<file path="config.mk">
export PLATFORM = sky130hd
export DESIGN_NAME = mul_iter_wallace_ctrl
export DESIGN_NICKNAME = d
export VERILOG_FILES = /design/src/rtl/mul_pkg.sv /design/src/rtl/mul_wallace_row.sv /design/src/rtl/mul_iter_wallace_ctrl.sv
export SDC_FILE = /design/constraint.sdc
export NUM_CORES = 1
export LEC_CHECK = 0
export BUFFER_PORTS_ARGS = -buffer_cell sky130_fd_sc_hd__buf_2
export CELL_PAD_IN_SITES_DETAIL_PLACEMENT = 1
export CELL_PAD_IN_SITES_GLOBAL_PLACEMENT = 2
export CORE_UTILIZATION = 35
export CTS_BUF_LIST = sky130_fd_sc_hd__clkbuf_4 sky130_fd_sc_hd__clkbuf_8
export DETAILED_ROUTE_END_ITERATION = 8
export PLACE_DENSITY = 0.75
export REMOVE_ABC_BUFFERS = 1
export SYNTH_ARGS = -nofsm -noshare
export SYNTH_HDL_FRONTEND = slang
export SYNTH_SLANG_ARGS = --single-unit
</file>
<file path="constraint.sdc">
create_clock -name i_clk -period 10 [get_ports i_clk]
set_clock_uncertainty 0.05 [all_clocks]
set_input_delay 0.5 -clock i_clk [delete_from_list [all_inputs] [get_ports i_clk]]
set_output_delay 0.5 -clock i_clk [all_outputs]
set_load 0.02 [all_outputs]
</file>
<file path="src/rtl/mul_pkg.sv">
// mul_pkg: state encoding and sizing shared by the iterative multiplier and its Wallace row.
package mul_pkg;
  typedef enum logic [1:0] {IDLE, CALC, FIX, DONE} state_t;
  localparam int STEP = 8;
  localparam int CCW = 6;
  function automatic int calc_cycles(input int w);
    return w / STEP;
  endfunction
endpackage

</file>
<file path="src/rtl/mul_wallace_row.sv">
// mul_wallace_row: unsigned W x 8 product; one full-adder column slice per output bit
// passes 6 carries to the next column, leaving two rows for a final carry-propagate add.
module mul_wallace_row
  import mul_pkg::*;
#(
  parameter int W = 32
) (
  input  logic [W-1:0]      i_a,
  input  logic [STEP-1:0]   i_b,
  output logic [W+STEP-1:0] o_p
);
  localparam int N = W + STEP;
  logic [N-1:0] w_pp [STEP];
  logic [CCW-1:0] w_c [N];
  logic [N-1:0] w_x, w_y;
  for (genvar k = 0; k < STEP; k++) begin : g_pp
    assign w_pp[k] = (N'(i_a) << k) & {N{i_b[k]}};
  end
  for (genvar j = 0; j < N; j++) begin : g_col
    logic [CCW-1:0] w_ci, w_co;
    logic [STEP+CCW-1:0] w_v;
    logic w_t;
    if (j == 0) begin : g_lsb
      assign w_ci = '0;
    end else begin : g_mid
      assign w_ci = w_c[j-1];
    end
    // 14 inputs reduced by a chain of 6 full adders to 2 bits plus 6 carries
    always_comb begin
      for (int k = 0; k < STEP; k++) w_v[k] = w_pp[k][j];
      w_v[STEP+CCW-1:STEP] = w_ci;
      w_t = w_v[0];
      for (int k = 0; k < CCW; k++) begin
        w_co[k] = (w_t & w_v[2*k+1]) | (w_t & w_v[2*k+2]) | (w_v[2*k+1] & w_v[2*k+2]);
        w_t = w_t ^ w_v[2*k+1] ^ w_v[2*k+2];
      end
    end
    assign w_c[j] = w_co;
    assign w_x[j] = w_t;
    assign w_y[j] = w_v[STEP+CCW-1];
  end
  assign o_p = w_x + w_y;
endmodule

</file>
<file path="src/rtl/mul_iter_wallace_ctrl.sv">
// mul_iter_wallace_ctrl: W x W multiplier time-sharing one Wallace row over W/8 cycles.
// Define MUL_EARLY_TERM_EN to leave CALC once the remaining multiplier bits are all zero.
module mul_iter_wallace_ctrl
  import mul_pkg::*;
#(
  parameter int W = 32
) (
  input  logic           i_clk,
  input  logic           i_rst,
  input  logic           i_valid,
  output logic           o_ready,
  input  logic           i_signed,
  input  logic [W-1:0]   i_num_a,
  input  logic [W-1:0]   i_num_b,
  output logic           o_valid,
  input  logic           i_ready,
  output logic [2*W-1:0] o_res,
  output logic           o_busy
);
  localparam int NCYC = calc_cycles(W);
  localparam int CW = $clog2(NCYC) + 1;
  localparam logic [CW-1:0] LAST = CW'(NCYC - 1);
  state_t r_state;
  logic [W-1:0] r_a, r_mb;
  logic [2*W-1:0] r_acc, r_res;
  logic [CW-1:0] r_cnt;
  logic r_neg, r_valid;
  logic [W+STEP-1:0] w_row;
  logic [2*W-1:0] w_add;
  logic [W-1:0] w_mb_nxt;
  logic w_last;
  mul_wallace_row #(.W(W)) u_row (.i_a(r_a), .i_b(r_mb[STEP-1:0]), .o_p(w_row));
  assign w_add = (2*W)'(w_row) << {r_cnt, 3'b000};
  assign w_mb_nxt = r_mb >> STEP;
`ifdef MUL_EARLY_TERM_EN
  assign w_last = (r_cnt == LAST) || (w_mb_nxt == '0);
`else
  assign w_last = r_cnt == LAST;
`endif
  assign o_ready = r_state == IDLE;
  assign o_busy = r_state != IDLE;
  assign o_valid = r_valid;
  assign o_res = r_res;
  always_ff @(posedge i_clk or posedge i_rst)
    if (i_rst) begin
      r_state <= IDLE;
      r_a <= '0;
      r_mb <= '0;
      r_acc <= '0;
      r_res <= '0;
      r_cnt <= '0;
      r_neg <= 1'b0;
      r_valid <= 1'b0;
    end else
      case (r_state)
        IDLE: if (i_valid) begin
          r_a <= (i_signed && i_num_a[W-1]) ? -i_num_a : i_num_a;
          r_mb <= (i_signed && i_num_b[W-1]) ? -i_num_b : i_num_b;
          r_neg <= i_signed & (i_num_a[W-1] ^ i_num_b[W-1]);
          r_acc <= '0;
          r_cnt <= '0;
          r_state <= CALC;
        end
        CALC: begin
          r_acc <= r_acc + w_add;
          r_mb <= w_mb_nxt;
          r_cnt <= r_cnt + 1'b1;
          r_state <= w_last ? FIX : CALC;
        end
        FIX: begin
          r_res <= r_neg ? -r_acc : r_acc;
          r_state <= DONE;
        end
        default: if (!r_valid) r_valid <= 1'b1;
          else if (i_ready) begin
            r_valid <= 1'b0;
            r_state <= IDLE;
          end
      endcase
endmodule

</file>
Word level (Yosys, flattened, before mapping)
Cells that the tools add are included.
{ "totals": {"regBits": 199, "input_bits": 69, "output_inout_bits": 67, "elab_cells": 1682} }
{ "classes": {"add_sub_neg": 6, "eq_ne": 4, "shift": 1, "n_mux": 16, "bitwise_logic": 1636, "reduce_logical": 11} }
{ "ops": {"columns": ["op", "n"], "rows": [
  ["AND 1 bit", 693],
  ["XOR 1 bit", 475],
  ["bitwise OR 1 bit", 460],
  ["two-way mux 64 bit", 2],
  ["case mux 64 bit (2 select lines)", 1],
  ["two-way mux 32 bit", 3],
  ["adder 64 bit", 1],
  ["negator 32 bit", 2],
  ["negator 64 bit", 1],
  ["case mux 32 bit (2 select lines)", 1],
  ["<< shifter 40 x 6 -> 64 bit", 1],
  ["adder 40 bit", 1],
  ["AND 32 x 40 -> 40 bit", 1],
  ["AND 33 x 40 -> 40 bit", 1],
  ["AND 34 x 40 -> 40 bit", 1],
  ["AND 35 x 40 -> 40 bit", 1],
  ["AND 36 x 40 -> 40 bit", 1],
  ["AND 37 x 40 -> 40 bit", 1],
  ["AND 38 x 40 -> 40 bit", 1],
  ["AND 39 x 40 -> 40 bit", 1],
  ["two-way mux 2 bit", 4],
  ["nonzero test 4 bit", 2],
  ["case mux 2 bit (3 select lines)", 1],
  ["case mux 3 bit (2 select lines)", 1],
  ["other kinds (13)", 17]
]} }

Depth between registers and ports, before layout
{ "depth": {"word_depth": 19, "mapped_depth": 37, "depth_no_buf": 35} }

Hierarchy
Synthesis repeated with hierarchy kept, for this count alone.
{ "hier_totals": {"cells_unflattened": 2769, "area_unflattened_um2": 22661.7} }
{ "modules_own_cells": {"columns": ["mod", "n_inst", "cells_each", "area_each_um2", "seq_area_each_um2"], "rows": [
  ["mul_iter_wallace_ctrl", 1, 1827, 14801.7, 4979.8],
  ["mul_wallace_row", 1, 942, 7860.0, 0.0]
]} }

Worst setup path after synthesis
No wires, ideal clock.
{ "synth_timing": {"path_kind": "register to register", "from": "reg r_mb[0]", "to": "reg r_acc[61]", "setup_time_ns": 0.132, "arrival_ns": 8.565, "required_time_ns": 9.818, "path_slack_ns": 1.254, "path_stages_with_launch": 35, "path_buffers": 3, "period_less_slack_ns": 8.746, "path_cell_list": "dfrtp_1 > clkbuf_1 > nand2_1 > fa_1 > fa_1 > fa_1 > fa_1 > fa_1 > inv_1 > fa_1 > ha_1 > clkbuf_1 > a21o_1 > a21oi_1 > o21bai_1 > a221o_1 > a211oi_1 > a21o_1 > and3b_1 > o41ai_1 > a21oi_1 > o311ai_0 > a21oi_1 > ha_1 > clkbuf_1 > nand2_1 > o21ai_0 > nor2_1 > a211o_1 > and3_1 > o21a_1 > o21a_1 > o311ai_1 > xnor2_1 > o21ai_1"} }
{ "synth_between": {"elab_chain_len": 19, "elab_cells_between_ends": 1514, "classes_between": "add/sub: 2; shift: 1; mux: 1; bitwise: 1510"} }
{ "synth_lines": {"columns": ["element", "line_no", "source"], "rows": [
  ["start: declaration", "mul_iter_wallace_ctrl.sv:24", "logic [W-1:0] r_a, r_mb;"],
  ["start signal: assignment", "mul_iter_wallace_ctrl.sv:58", "r_mb <= (i_signed && i_num_b[W-1]) ? -i_num_b : i_num_b;"],
  ["start signal: assignment", "mul_iter_wallace_ctrl.sv:66", "r_mb <= w_mb_nxt;"],
  ["AND 32 x 40 -> 40 bit (*)", "mul_wallace_row.sv:17", "assign w_pp[k] = (N'(i_a) << k) & {N{i_b[k]}};"],
  ["XOR 1 bit (8 in a row)", "mul_wallace_row.sv:35", "w_t = w_t ^ w_v[2*k+1] ^ w_v[2*k+2];"],
  ["AND 1 bit", "mul_wallace_row.sv:34", "w_co[k] = (w_t & w_v[2*k+1]) | (w_t & w_v[2*k+2]) | (w_v[2*k+1] & w_v[2*k+2]);"],
  ["bitwise OR 1 bit (2 in a row)", "mul_wallace_row.sv:34", null],
  ["AND 1 bit", "mul_wallace_row.sv:34", null],
  ["bitwise OR 1 bit (2 in a row)", "mul_wallace_row.sv:34", null],
  ["adder 40 bit (*)", "mul_wallace_row.sv:42", "assign o_p = w_x + w_y;"],
  ["<< shifter 40 x 6 -> 64 bit (*)", "mul_iter_wallace_ctrl.sv:33", "assign w_add = (2*W)'(w_row) << {r_cnt, 3'b000};"],
  ["adder 64 bit (*)", "mul_iter_wallace_ctrl.sv:65", "r_acc <= r_acc + w_add;"],
  ["case mux 64 bit (2 select lines) (*)", "mul_iter_wallace_ctrl.sv:55", "case (r_state)"],
  ["end signal: assignment", "mul_iter_wallace_ctrl.sv:65", null],
  ["end: declaration", "mul_iter_wallace_ctrl.sv:25", "logic [2*W-1:0] r_acc, r_res;"]
]} }
Mark *: on every way between the ends. The rest lies on a longest branch, timed or not.
A chain may end at the register's enable or synchronous reset.

Worst setup path in the final report
Ends and elaborated chain as after synthesis.

==> results.md <==
- Starting DRT DRC Count: 967
- Synth Instances: 2776
- Setup TNS: 0 ns
- Worst Hold Endpoint: o_valid
- Hold depth: 3
- Floorplan die area: 65670 um^2
- Min-delay worst type: in -> reg
- Final antenna-violating net count: 0
- Max Fclk: 105.1 MHz
- Status: completed
- Reg area: 4987 um^2
- Max-slew violation count: 0
- Most frequent cell on the critical path: fa_1
- CP max stage delay: 0.57 ns
- Via Count: 20457
- Root Buffer: clkbuf_8
- RSZ-0062 raised after global routing: no
- Clock period minus final worst setup slack: 9.516 ns
- Slowest CP cell: or4_1
- # fillers: 7684
- Die width: 256.3 um
- Die Y: 256.3 um
- Core Footprint: 63430 um^2
- Largest net degree at the start of global routing: 100
- Nets: 3296
- Routed WL: 75280 um
- CTS tree: built
- Drt via density: 5.426
- GRT overflow: 0
- Max-slew headroom: 23.48%
- Clock slew at reported path FFs: 0.12 ns
- Crit Path Class: reg -> reg
- Ports: 136
- Worst r2r src: r_mb[0]
- Initial antenna violation count: 2
- Fin util: 39.91%
- Critical R2R Capture: r_acc[61]
- Drt pass-1 iters: 5
- Post-synth EDFFs: 0
- Type of origin of the critical path: flip-flop
- Final-report hold violation count: 0
- Worst EP arrival: 9.91 ns
- Routability cong.: 0.9262
- Row Count: 92
- Count of final setup violators: 0
- Worst-path fanout max: 8
- CP required: 10.39 ns
- Synth Area per Inst: 8.151 um^2
- HPWL Detailed: 60240 um
- Crit. End Element: flip-flop
- Area Overhead vs Synth: 11.87%
- Number of global-route vias before repair: 21767
- Yosys cell types: 84
- R2R cell count: 35
- Reg2Reg Setup Slack: 0.48 ns
- H-tree depth: 4
- Ys async rst share: 100.0%
- Worst slew pin tran: 1.148 ns
- Number of I/O port buffers: 135
- Remaining DRCs: 0
- Starting Density: 35.67%
- Max-capacitance violation count: 0
- Yosys reg bits: 199
- Hold_sp: i_ready
- Register area share after synthesis: 22.01%
- Area of the multi-input gates: 16400 um^2
- First-pass GRT wire length: 121100 um
- Crit share post-route: 95.16%
- Mean routed wirelength per cell: 19.97 um
- Main synth FF type: dfrtp_1
- Layout cell share with drive strength beyond 1: 12.29%
- CTS buffer count: 17
- All-Layer GR Usage: 23.01%
- Synthesized cell area: 22630 um^2
- Total clock sinks: 199
- Clock buffer depth: 2
- Clk_lat worst skew: 0.58 ns
- Yosys warning count: 0
==> worst max path at each step <==
| stage | start | end | slack (ns) | cells after the start |
|---|---|---|---|---|
| 3_3_place_gp | r_mb[0] | r_acc[61] | 0.25 | 34 |
| 5_1_grt | r_mb[0] | r_acc[63] | 0.002 | 34 |
| 3_5_place_dp | r_mb[0] | r_acc[63] | 0.10 | 31 |
| 2_1_floorplan | r_mb[0] | r_acc[61] | 1.24 | 31 |
| 4_1_cts | r_mb[0] | r_acc[63] | 0.05 | 32 |
| 6_report | r_mb[0] | r_acc[61] | 0.48 | 35 |
==> critical path: cells and delay by family, from the launching register on <==
kind                     cells  cell delay [ns]
AO/OA/AOI/OAI               12             2.29
buffers and inverters        4             0.45
adder cells (fa/ha/maj)      8             3.81
multiplexers                 1             0.15
AND/OR/NAND/NOR              8             1.66
flip-flops                   1             0.51
XOR/XNOR                     2             0.45
==> cell families after synthesis <==
kind of cell,Yosys count,share of synthesized area [%]
DFF,199,22.01
xor gates and xnor gates,204,7.896
AOI/OAI and AO/OA,739,19.90
adders and majority gates,317,23.60
and+or+nand+nor,929,19.14
buffers and inverters,354,5.878
muxes,34,1.576
==> layer usage <==
| layer | up-vias | GRT usage (%) | routed length [um] | share of wire (%) |
|---|---|---|---|---|
| li1 | 9701 | - | - | - |
| met4 | 0 | 7.086 | 1851 | 2.5 |
| met3 | 79 | 2.412 | 1733 | 2.3 |
| met2 | 300 | 40.19 | 37380 | 50 |
| met5 | - | 0 | 0 | 0 |
| met1 | 10377 | 29.71 | 34320 | 46 |
==> cell usage after synthesis, types with 6 or more instances <==
master      n  area [um^2]
dfrtp_1   199         4980
o21ai_1     8        40.04
or3_1      26        162.7
o21a_1     22        165.2
mux2i_1    21        210.2
o41ai_1    17        148.9
xor2_1    116         1016
o211ai_1   14        105.1
nor3b_1     6        45.04
fa_1      183         3664
and3_1     12        75.07
nor2b_1    16        100.1
and2_1    118        738.2
nor3_1     31        155.2
nor4_1      7        43.79
a22oi_1     6        45.04
o21ai_0   221         1106
nor2_1    212        795.8
mux2_2     13        146.4
nand4_1    21        131.4
clkbuf_1  135        506.7
a21o_1     53        397.9
a211oi_1   15        112.6
o31ai_1    28        210.2
a21boi_0    6        45.04
ha_1      134         1677
a31oi_1    18        112.6
or4_1       7        52.55
buf_1      24        90.09
a21oi_1   220         1101
nand3_1    41        205.2
nand2b_1   11        68.82
o22ai_1    38        237.7
o21bai_1   18        135.1
inv_1     192        720.7
nand2_1   389         1460
xnor2_1    88        770.7
==> final cells by class <==
class | instances | area share (%)
Timing Repair Buffer | 275 | 6.881
Clock buffer | 20 | 1.063
Inverter | 194 | 2.906
Multi-Input combinational cell | 2223 | 64.77
Sequential cell | 199 | 19.70
Tap cell | 846 | 4.182
Antenna cell | 2 | 0.01977
Clock inverter | 11 | 0.4745
==> flip-flops by register name (all words and copies together), names as in the netlist <==
register	cells
o_valid	1
r_a	32
r_cnt	3
r_acc	64
r_state	2
r_mb	32
r_neg	1
o_res	64
==> per-stage QoR <==
stage	hold WS (ns)	area, um^2	worst slack [ns]	std cells
6_report	0.1527	25310	0.4839	3770
5_1_grt	0.1271	25310	0.001517	3770
4_1_cts	0.08234	25200	0.04778	3762
3_5_place_dp	0.4322	24800	0.1004	3730
3_3_place_gp	0.4222	24800	0.2468	3730
2_1_floorplan	0.4001	22020	1.242	2616
==> repair_timing <==
action / in CTS / in global routing
setup buffers: 0 / 6
hold endpoints to repair: 45 / 0
setup endpoints to repair: 0 / 27
hold buffers: 1 / 0
resized for setup: 0 / 20
==> placed cells by master (no fill, tap or decap), types with 11 or more instances in the layout <==
cell type | Yosys | layout
o22ai_1 | 38 | 38
a21o_1 | 53 | 53
o21bai_1 | 18 | 18
nand2_1 | 389 | 387
o21a_1 | 22 | 22
buf_2 | 1 | 135
a21oi_1 | 220 | 220
and3_1 | 12 | 12
ha_1 | 134 | 133
dfrtp_1 | 199 | 195
o31ai_1 | 28 | 27
buf_4 | 0 | 138
nor3_1 | 31 | 28
xor2_1 | 116 | 116
mux2_2 | 13 | 13
inv_1 | 192 | 191
nand3_1 | 41 | 41
a31oi_1 | 18 | 18
or3_1 | 26 | 26
a211oi_1 | 15 | 14
clkbuf_8 | 0 | 19
o21ai_0 | 221 | 216
mux2i_1 | 21 | 20
fa_1 | 183 | 183
o21ai_1 | 8 | 12
nand4_1 | 21 | 21
o41ai_1 | 17 | 16
o211ai_1 | 14 | 14
nand2b_1 | 11 | 11
xnor2_1 | 88 | 87
nor2_1 | 212 | 212
nor2b_1 | 16 | 15
and2_1 | 118 | 118
Power is left out: the tool's default activity adds up to more than one toggle a clock period on the data nets, which glitch-free logic cannot reach.
